### src/rtl/pipTypes.sv
// Shared pipeline types: EX-stage mul/div op codes and the mul/div sequencer states.
package pipTypes;

  typedef enum logic [3:0] {
    OP_NOP  = 4'd0,
    OP_MUL  = 4'd1,
    OP_DIV  = 4'd2,
    OP_MTHI = 4'd3,
    OP_MTLO = 4'd4,
    OP_MFHI = 4'd5,
    OP_MFLO = 4'd6
  } muldiv_op_t;

  typedef enum logic [1:0] {
    MD_IDLE,
    MD_MUL,
    MD_DIV,
    MD_FIXUP
  } md_state_t;

  localparam int MD_ITERATIONS = 32;

  function automatic logic isMuldivOp(input muldiv_op_t op);
    return op inside {OP_MUL, OP_DIV, OP_MTHI, OP_MTLO, OP_MFHI, OP_MFLO};
  endfunction

endpackage

### src/rtl/muldiv_core.sv
// Iterative datapath: radix-2 shift-add multiplier and restoring divider sharing
// one {upper, lower} register pair. One step per cycle, DATA_WIDTH steps per op.
module muldiv_core
  import pipTypes::*;
#(
  parameter int DATA_WIDTH = MD_ITERATIONS
) (
  input  logic                  clock,
  input  logic                  reset_n,
  input  logic                  i_start,
  input  logic                  i_isDiv,
  input  logic [DATA_WIDTH-1:0] i_opA,
  input  logic [DATA_WIDTH-1:0] i_opB,
  output logic                  o_done,
  output logic [DATA_WIDTH-1:0] o_upper,
  output logic [DATA_WIDTH-1:0] o_lower
);

  localparam int CW = $clog2(DATA_WIDTH);

  logic                  r_running;
  logic                  r_isDiv;
  logic [CW-1:0]         r_count;
  logic [DATA_WIDTH-1:0] r_upper;
  logic [DATA_WIDTH-1:0] r_lower;
  logic [DATA_WIDTH-1:0] r_operand;

  logic [DATA_WIDTH:0]   w_sum;
  logic [DATA_WIDTH:0]   w_shift;
  logic [DATA_WIDTH-1:0] w_diff;
  logic                  w_fits;

  // Multiply: upper += multiplicand when the multiplier LSB is set; the carry survives the shift.
  assign w_sum   = {1'b0, r_upper} + (r_lower[0] ? {1'b0, r_operand} : '0);
  // Divide: the difference always fits in DATA_WIDTH bits whenever the trial subtract succeeds.
  assign w_shift = {r_upper, r_lower[DATA_WIDTH-1]};
  assign w_fits  = (w_shift >= {1'b0, r_operand});
  assign w_diff  = w_shift[DATA_WIDTH-1:0] - r_operand;

  assign o_done  = r_running & (r_count == CW'(DATA_WIDTH - 1));
  assign o_upper = r_upper;
  assign o_lower = r_lower;

  always_ff @(posedge clock or negedge reset_n) begin
    if (!reset_n) begin
      r_running <= 1'b0;
      r_isDiv   <= 1'b0;
      r_count   <= '0;
      r_upper   <= '0;
      r_lower   <= '0;
      r_operand <= '0;
    end else if (i_start) begin
      r_running <= 1'b1;
      r_isDiv   <= i_isDiv;
      r_count   <= '0;
      r_upper   <= '0;
      r_lower   <= i_isDiv ? i_opA : i_opB;
      r_operand <= i_isDiv ? i_opB : i_opA;
    end else if (r_running) begin
      if (o_done) r_running <= 1'b0;
      else        r_count   <= r_count + CW'(1);
      if (r_isDiv) begin
        r_upper <= w_fits ? w_diff : w_shift[DATA_WIDTH-1:0];
        r_lower <= {r_lower[DATA_WIDTH-2:0], w_fits};
      end else begin
        r_upper <= w_sum[DATA_WIDTH:1];
        r_lower <= {w_sum[0], r_lower[DATA_WIDTH-1:1]};
      end
    end
  end

endmodule

### src/rtl/muldiv_unit.sv
// HI/LO owner beside EX: accepts mul/div/move ops, stalls EX while iterating,
// and applies sign fixup to the unsigned core result before writing HI/LO.
module muldiv_unit
  import pipTypes::*;
#(
  parameter int DATA_WIDTH = MD_ITERATIONS
) (
  input  logic                  clock,
  input  logic                  reset_n,
  input  logic                  op_valid,
  input  muldiv_op_t            muldiv_op,
  input  logic                  muldiv_op_u,
  input  logic [DATA_WIDTH-1:0] a,
  input  logic [DATA_WIDTH-1:0] b,
  output logic                  stall,
  output logic                  busy,
  output logic [DATA_WIDTH-1:0] hi,
  output logic [DATA_WIDTH-1:0] lo
);

  md_state_t               r_state;
  logic                    r_isDiv;
  logic                    r_negQ;
  logic                    r_negR;
  logic                    r_div0;
  logic [DATA_WIDTH-1:0]   r_aRaw;
  logic [DATA_WIDTH-1:0]   r_hi;
  logic [DATA_WIDTH-1:0]   r_lo;

  logic                    w_accept;
  logic                    w_start;
  logic                    w_signed;
  logic                    w_coreDone;
  logic [DATA_WIDTH-1:0]   w_magA;
  logic [DATA_WIDTH-1:0]   w_magB;
  logic [DATA_WIDTH-1:0]   w_upper;
  logic [DATA_WIDTH-1:0]   w_lower;
  logic [2*DATA_WIDTH-1:0] w_product;

  assign busy      = (r_state != MD_IDLE);
  assign stall     = op_valid & busy & isMuldivOp(muldiv_op);
  assign w_accept  = op_valid & ~stall;
  assign w_start   = w_accept & ((muldiv_op == OP_MUL) | (muldiv_op == OP_DIV));
  assign w_signed  = ~muldiv_op_u;
  // The core works on magnitudes; signs are restored in MD_FIXUP.
  assign w_magA    = (w_signed & a[DATA_WIDTH-1]) ? -a : a;
  assign w_magB    = (w_signed & b[DATA_WIDTH-1]) ? -b : b;
  assign w_product = {w_upper, w_lower};
  assign hi        = r_hi;
  assign lo        = r_lo;

  muldiv_core #(.DATA_WIDTH(DATA_WIDTH)) u_core (
    .clock   (clock),
    .reset_n (reset_n),
    .i_start (w_start),
    .i_isDiv (muldiv_op == OP_DIV),
    .i_opA   (w_magA),
    .i_opB   (w_magB),
    .o_done  (w_coreDone),
    .o_upper (w_upper),
    .o_lower (w_lower)
  );

  // Sequencer: launches the core, waits for its last step, then commits HI/LO.
  always_ff @(posedge clock or negedge reset_n) begin
    if (!reset_n) begin
      r_state <= MD_IDLE;
      r_isDiv <= 1'b0;
      r_negQ  <= 1'b0;
      r_negR  <= 1'b0;
      r_div0  <= 1'b0;
      r_aRaw  <= '0;
      r_hi    <= '0;
      r_lo    <= '0;
    end else begin
      case (r_state)
        MD_IDLE: begin
          if (w_start) begin
            r_state <= (muldiv_op == OP_DIV) ? MD_DIV : MD_MUL;
            r_isDiv <= (muldiv_op == OP_DIV);
            r_negQ  <= w_signed & (a[DATA_WIDTH-1] ^ b[DATA_WIDTH-1]);
            r_negR  <= w_signed & a[DATA_WIDTH-1];
            r_div0  <= (b == '0);
            r_aRaw  <= a;
          end else if (w_accept && muldiv_op == OP_MTHI) begin
            r_hi <= a;
          end else if (w_accept && muldiv_op == OP_MTLO) begin
            r_lo <= a;
          end
        end
        MD_MUL, MD_DIV: begin
          if (w_coreDone) r_state <= MD_FIXUP;
        end
        MD_FIXUP: begin
          r_state <= MD_IDLE;
          if (!r_isDiv) begin
            {r_hi, r_lo} <= r_negQ ? -w_product : w_product;
          end else if (r_div0) begin
            r_hi <= r_aRaw;
            r_lo <= '1;
          end else begin
            r_lo <= r_negQ ? -w_lower : w_lower;
            r_hi <= r_negR ? -w_upper : w_upper;
          end
        end
        default: r_state <= MD_IDLE;
      endcase
    end
  end

endmodule

### config.mk
export PLATFORM = sky130hd
export DESIGN_NAME = muldiv_unit
export DESIGN_NICKNAME = d
export VERILOG_FILES = /design/src/rtl/pipTypes.sv /design/src/rtl/muldiv_core.sv /design/src/rtl/muldiv_unit.sv
export SDC_FILE = /design/constraint.sdc
export NUM_CORES = 1
export LEC_CHECK = 0
export BUFFER_PORTS_ARGS = -buffer_cell sky130_fd_sc_hd__buf_4
export CORE_UTILIZATION = 62
export DETAILED_ROUTE_END_ITERATION = 8
export HOLD_SLACK_MARGIN = 0.05
export PLACE_DENSITY = 0.82
export REMOVE_ABC_BUFFERS = 1
export SYNTH_ARGS = -nofsm -noshare
export SYNTH_HDL_FRONTEND = slang
export SYNTH_SLANG_ARGS = --single-unit
### constraint.sdc
create_clock -name clock -period 3.83 [get_ports clock]
set_input_delay 0.383 -clock clock [delete_from_list [all_inputs] [get_ports clock]]
set_output_delay 0.383 -clock clock [all_outputs]
set_load 0.1 [all_outputs]
Yosys cells after proc, flatten, opt, wreduce, memory -nomap -nowiden
Index checks and enable logic that the tools add are counted.

Bits in registers: 205. Input port bits: 72.

Add/subtract/negate cells: 8. Order comparisons: 1. Equality and inequality tests: 17. Muxes and demuxes: 36. Bitwise operators: 12. Reduce and logical (&&, ||, !) cells: 14.

Operators with widths (count): $mux W32 (23); $neg A32 Y32 (4); $pmux W32 S2 (2); $mux W64 (1); $neg A64 Y64 (1); $add A32 B33 Y33 (1); $ge A33 B32 Y1 (1); $logic_not A32 Y1 (1); $sub A32 B32 Y32 (1); $mux W5 (3); $eq A4 B3 Y1 const B (3); $and A1 B1 Y1 (8); $eq A4 B2 Y1 const B (2); $ne A2 B2 Y1 const B (4); $mux W2 (3); $ne A2 B1 Y1 const B (3); $pmux W2 S3 (1); $reduce_and A2 Y1 (3); $reduce_bool A2 Y1 (3); $reduce_bool A6 Y1 (1); $add A5 B1 Y5 const B (1); $eq A5 B5 Y1 const B (1); $eq A2 B2 Y1 const B (2); $eq A4 B1 Y1 const B (1); other kinds (10) (14).

Logic depth before layout (Yosys ltp)
Word-level depth: 10. Gate-level depth with buffers: 14.

By module
From an unflattened synthesis, not the netlist that was laid out.

Cell total of the unflattened synthesis: 2277. Area total of the unflattened synthesis: 18235.0 µm².

By module, submodules not included: muldiv_core (instances 1, cells an instance 1147, area each 9367.7 µm², sequential area each 2577.5 µm²); muldiv_unit (instances 1, cells an instance 1130, area each 8867.3 µm², sequential area each 2552.4 µm²).

Least setup slack after synthesis
OpenSTA, ideal clock, no wires.

Path type: register to output. Start point: register r_state[1]. End point: output port stall. Arrival time: 3.881 ns. Setup slack: -0.434 ns. Cell stages (with the launch flop): 5. Buffers on the path: 1. Path through: dfrtp_1 > inv_1 > ha_1 > clkbuf_1 > nor4b_1.

Longest elaborated chain between the ends: 3.

RTL lines: start: declaration (line muldiv_unit.sv:21) `md_state_t r_state;`; start signal: assignment (line muldiv_unit.sv:79) `r_state <= (muldiv_op == OP_DIV) ? MD_DIV : MD_MUL;`; $reduce_bool A2 Y1 (line muldiv_unit.sv:40) `assign busy = (r_state != MD_IDLE);`; $and A1 B1 Y1 (2 in a row) (line muldiv_unit.sv:41) `assign stall = op_valid & busy & isMuldivOp(muldiv_op);`; end: declaration (line muldiv_unit.sv:15) `output logic stall,`.

Every way passes these cells.

Worst setup path in the final report
Start point: register u_core.r_lower[0] (netlist: u_core.o_lower[0]). End point: register u_core.r_upper[24] (netlist: u_core.o_upper[24]).

Longest elaborated chain between the ends: 5.

RTL lines: start: declaration (line muldiv_core.sv:25) `logic [DATA_WIDTH-1:0] r_lower;`; start signal: assignment (line muldiv_core.sv:57) `r_lower <= i_isDiv ? i_opA : i_opB;`; start signal: assignment (line muldiv_core.sv:64) `r_lower <= {r_lower[DATA_WIDTH-2:0], w_fits};`; start signal: assignment (line muldiv_core.sv:67) `r_lower <= {w_sum[0], r_lower[DATA_WIDTH-1:1]};`; $mux W32 (line muldiv_core.sv:34) `assign w_sum = {1'b0, r_upper} + (r_lower[0] ? {1'b0, r_operand} : '0);`; $add A32 B33 Y33 (line muldiv_core.sv:34); $mux W32 (line muldiv_core.sv:62) `if (r_isDiv) begin`; $mux W32 (line muldiv_core.sv:59) `end else if (r_running) begin`; $mux W32 (line muldiv_core.sv:52) `end else if (i_start) begin`; end signal: assignment (line muldiv_core.sv:63) `r_upper <= w_fits ? w_diff : w_shift[DATA_WIDTH-1:0];`; end signal: assignment (line muldiv_core.sv:66) `r_upper <= w_sum[DATA_WIDTH:1];`; end: declaration (line muldiv_core.sv:24) `logic [DATA_WIDTH-1:0] r_upper;`.

Every way passes these cells. The select of a mux whose other input is x is not followed. A chain may end at the register's enable or synchronous reset.

==> impl_metrics.ini <==
[layout]
synthToLayoutAreaGrowth_pct = 15.0
layout_common_cells = nand2_1, o21ai_0, buf_4, dfrtp_1, nor2_1
layout_commonest_cell = nand2_1
drive_gt1_share_pct = 13.4
fillers = 2234
fin_nets = 2589
fin_util_pct = 72.6

[logic_synthesis]
syn_avg_cell_area_um2 = 7.50
seq_area_frac_synth_pct = 29.2
syn_inst = 2344
yosys_warnings = 0
ys_async_sr_fraction_pct = 100
syn_area_mm2 = 0.0176
yosys.cell_types.count = 84
synth_ff_type = dfrtp_1
ys_ff_latch = 205
synth_edf_count = 0

[route]
dr_total_vias = 19600
routed.top_layer = met4
drc_errors = 0
wl_met2_um = 28700
wirelength_um = 65800
wl_met1_um = 25300
wl_met3_um = 7430
drt_iter0_drc = 2822
wl_per_cell_um = 23.2
ant_nets = 0
routed_via_density = 6.90
firstDrtPassIters = 6

[clock_tree]
cts_made_buffers = 25
path_clk_slew_ns = 0.06
clockRootBuffer = clkbuf_16
cts_tree = built
post-cts-setup-buffers = 0
htree_levels = 1
cts_sinks = 205
clock_path_buffers = 3
clock_latency_ns = 0.55

[worst_setup_path]
critPathMaxFanout = 10
cp_slowest_cell = dfrtp_1
worstPathCellList = clkinvlp_4 -> buf_4 -> nor2_1 -> ha_1 -> a21oi_1 -> o211ai_1 -> a221oi_1 -> o22ai_1 -> or2_2 -> mux2_2 -> o21ai_0 -> a311o_1 -> a22o_1
criticalPathCategory = reg2reg
worstPathRequired_ns = 4.26
cp_slowest_stage_delay_ns = 0.49
cp-start-kind = flop
worstPathBufferInverterCount = 2
cp.arrival_ns = 4.08
critPathCaptureType = flop
cpLargestDelayFamily = compound AO/OA/AOI/OAI gates

[placement]
io_buffers = 137
dp_hpwl_um = 48000
place_congestion = 1.10

[sta]
finalHoldViolCount = 0
worst-slew-pin-transition_ns = 1.07
max_slew_margin_pct = 28.4
drv_slew = 0
holdWs_ns = 0.0872
fin_crit_ns = 3.66
clock_skew_ns = 0.0260
fmax_mhz = 273
period_share_pct = 95.5
setup_viol = 0
grt_setup_unrepaired = no
setup-tns-final_ns = 0

[power_and_ir_drop]
irDropWorstVdd_mv = 1.00
power_w = 0.0220
p_leak_nw = 8.85
cellPowerDensity_mw_per_mm2 = 1090

[worst_hold_path]
hold_path_class = in2reg

[run_status]
status = complete, no violations

[die]
rows = 61
die_x_um = 170
coreArea_mm2 = 0.0279
ios = 138
start_util_pct = 63.1
die_h_um = 170
dieArea_mm2 = 0.0290

[global_routing]
overflow = 0
grt_pass1_vias = 18300
antenna_found_initial = 0
grt_use_total_pct = 44.8
grt_pass1_wl_um = 101000
grt_max_degree = 105

[run]
timing.max_cap.violations = 0
synthesized netlist by cell type, drive strengths merged, types with 7 or more instances:
master	count	area (um^2)
a211oi	27	203
a21o	50	375
a21oi	152	761
a221o	7	70.1
a221oi	9	78.8
a22oi	9	67.6
a31o	7	61.3
a31oi	30	188
and2	13	81.3
and3	16	100
buf	27	118
clkbuf	145	546
dfrtp	205	5130
ha	72	901
inv	71	267
mux2	9	101
mux2i	47	470
nand2	364	1370
nand2b	18	113
nand3	48	240
nand4	21	131
nor2	199	747
nor2b	17	106
nor3	54	270
nor4	22	156
o211ai	23	173
o21a	13	97.6
o21ai	247	1240
o21bai	8	60.1
o221ai	10	87.6
o22ai	89	557
o31ai	21	158
o41ai	13	121
or2	9	58.8
or3	22	145
or4	14	109
xnor2	86	753
xor2	70	613
final cells by class:
class	instances	area, um^2	share of cell area [%]
sequential	205	5130	25.4
clock buffer	31	688	3.40
tap	378	473	2.34
multi-input combinational	1895	11600	57.2
inverter	72	274	1.36
clock inverter	14	181	0.898
antenna	1	2.50	0.0124
timing repair buffer	244	1890	9.36
cell families (layout without fill, tap and decap cells):
family                     Yosys count  in the layout  synth area share [%]
buffers and inverters              244            361                  5.31
DFF                                205            205                  29.2
muxes                               56             56                  3.25
adders and majority gates           74             74                  5.35
and+or+nand+nor                    837            837                  21.7
xor gates and xnor gates           156            156                  7.77
AOI/OAI and AO/OA                  772            772                  27.5
other                                0              1                     0
power by group:
group | internal (W) | switching [W] | total (W)
Sequential | 0.00322 | 0.000975 | 0.00419
Combinational | 0.00510 | 0.0101 | 0.0152
Clock | 0.00154 | 0.00101 | 0.00255
worst paths after layout:
path                                    from            endpoint  slack, ns  cells after the start
max                        u_core.o_lower[0]  u_core.o_upper[24]       0.17                     13
max reg2reg                u_core.o_lower[0]  u_core.o_upper[24]       0.17                     13
min in group asynchronous            reset_n  u_core.o_upper[27]       0.43                      2
min reg2reg                           hi[28]              hi[28]       0.48                      1
min                                    a[23]          r_aRaw[23]       0.09                      3
max in group asynchronous            reset_n  u_core.o_lower[24]       2.40                      3
registers in the layout, indices dropped and copies added (netlist names), 2 cells and up:
name	count
u_core.r_operand	32
u_core.o_lower	32
lo	32
hi	32
r_aRaw	32
u_core.o_upper	32
u_core.r_count	5
r_state	2
worst reg2reg max path, cell delays in order, from the launching register on:
cell,delay (ns)
dfrtp_1,0.49
clkinvlp_4,0.30
buf_4,0.24
nor2_1,0.12
ha_1,0.30
a21oi_1,0.26
o211ai_1,0.12
a221oi_1,0.38
o22ai_1,0.11
or2_2,0.36
mux2_2,0.24
o21ai_0,0.08
a311o_1,0.35
a22o_1,0.19
per-layer routing:
layer / track usage (%) / vias up
li1: - / 8659
met1: 58.1 / 9178
met2: 68.7 / 1444
met3: 9.16 / 305
met4: 27.3 / 0
met5: 0 / -
timing repair:
action                                 4_1_cts  5_1_grt
resized for setup                            0        1
hold buffers                                 1        0
setup endpoints to repair                    0        1
endpoints found under the hold margin      102        0
per-stage QoR:
step,setup WS [ns],std cells,cell area [um^2]
2_1_floorplan,-2.43,2172,16900
4_1_cts,0.243,2839,20200
3_3_place_gp,0.360,2793,19300
3_5_place_dp,0.250,2793,19300
6_report,0.171,2840,20200
5_1_grt,0.00279,2839,20200
Power figures use the tool's default switching activity.
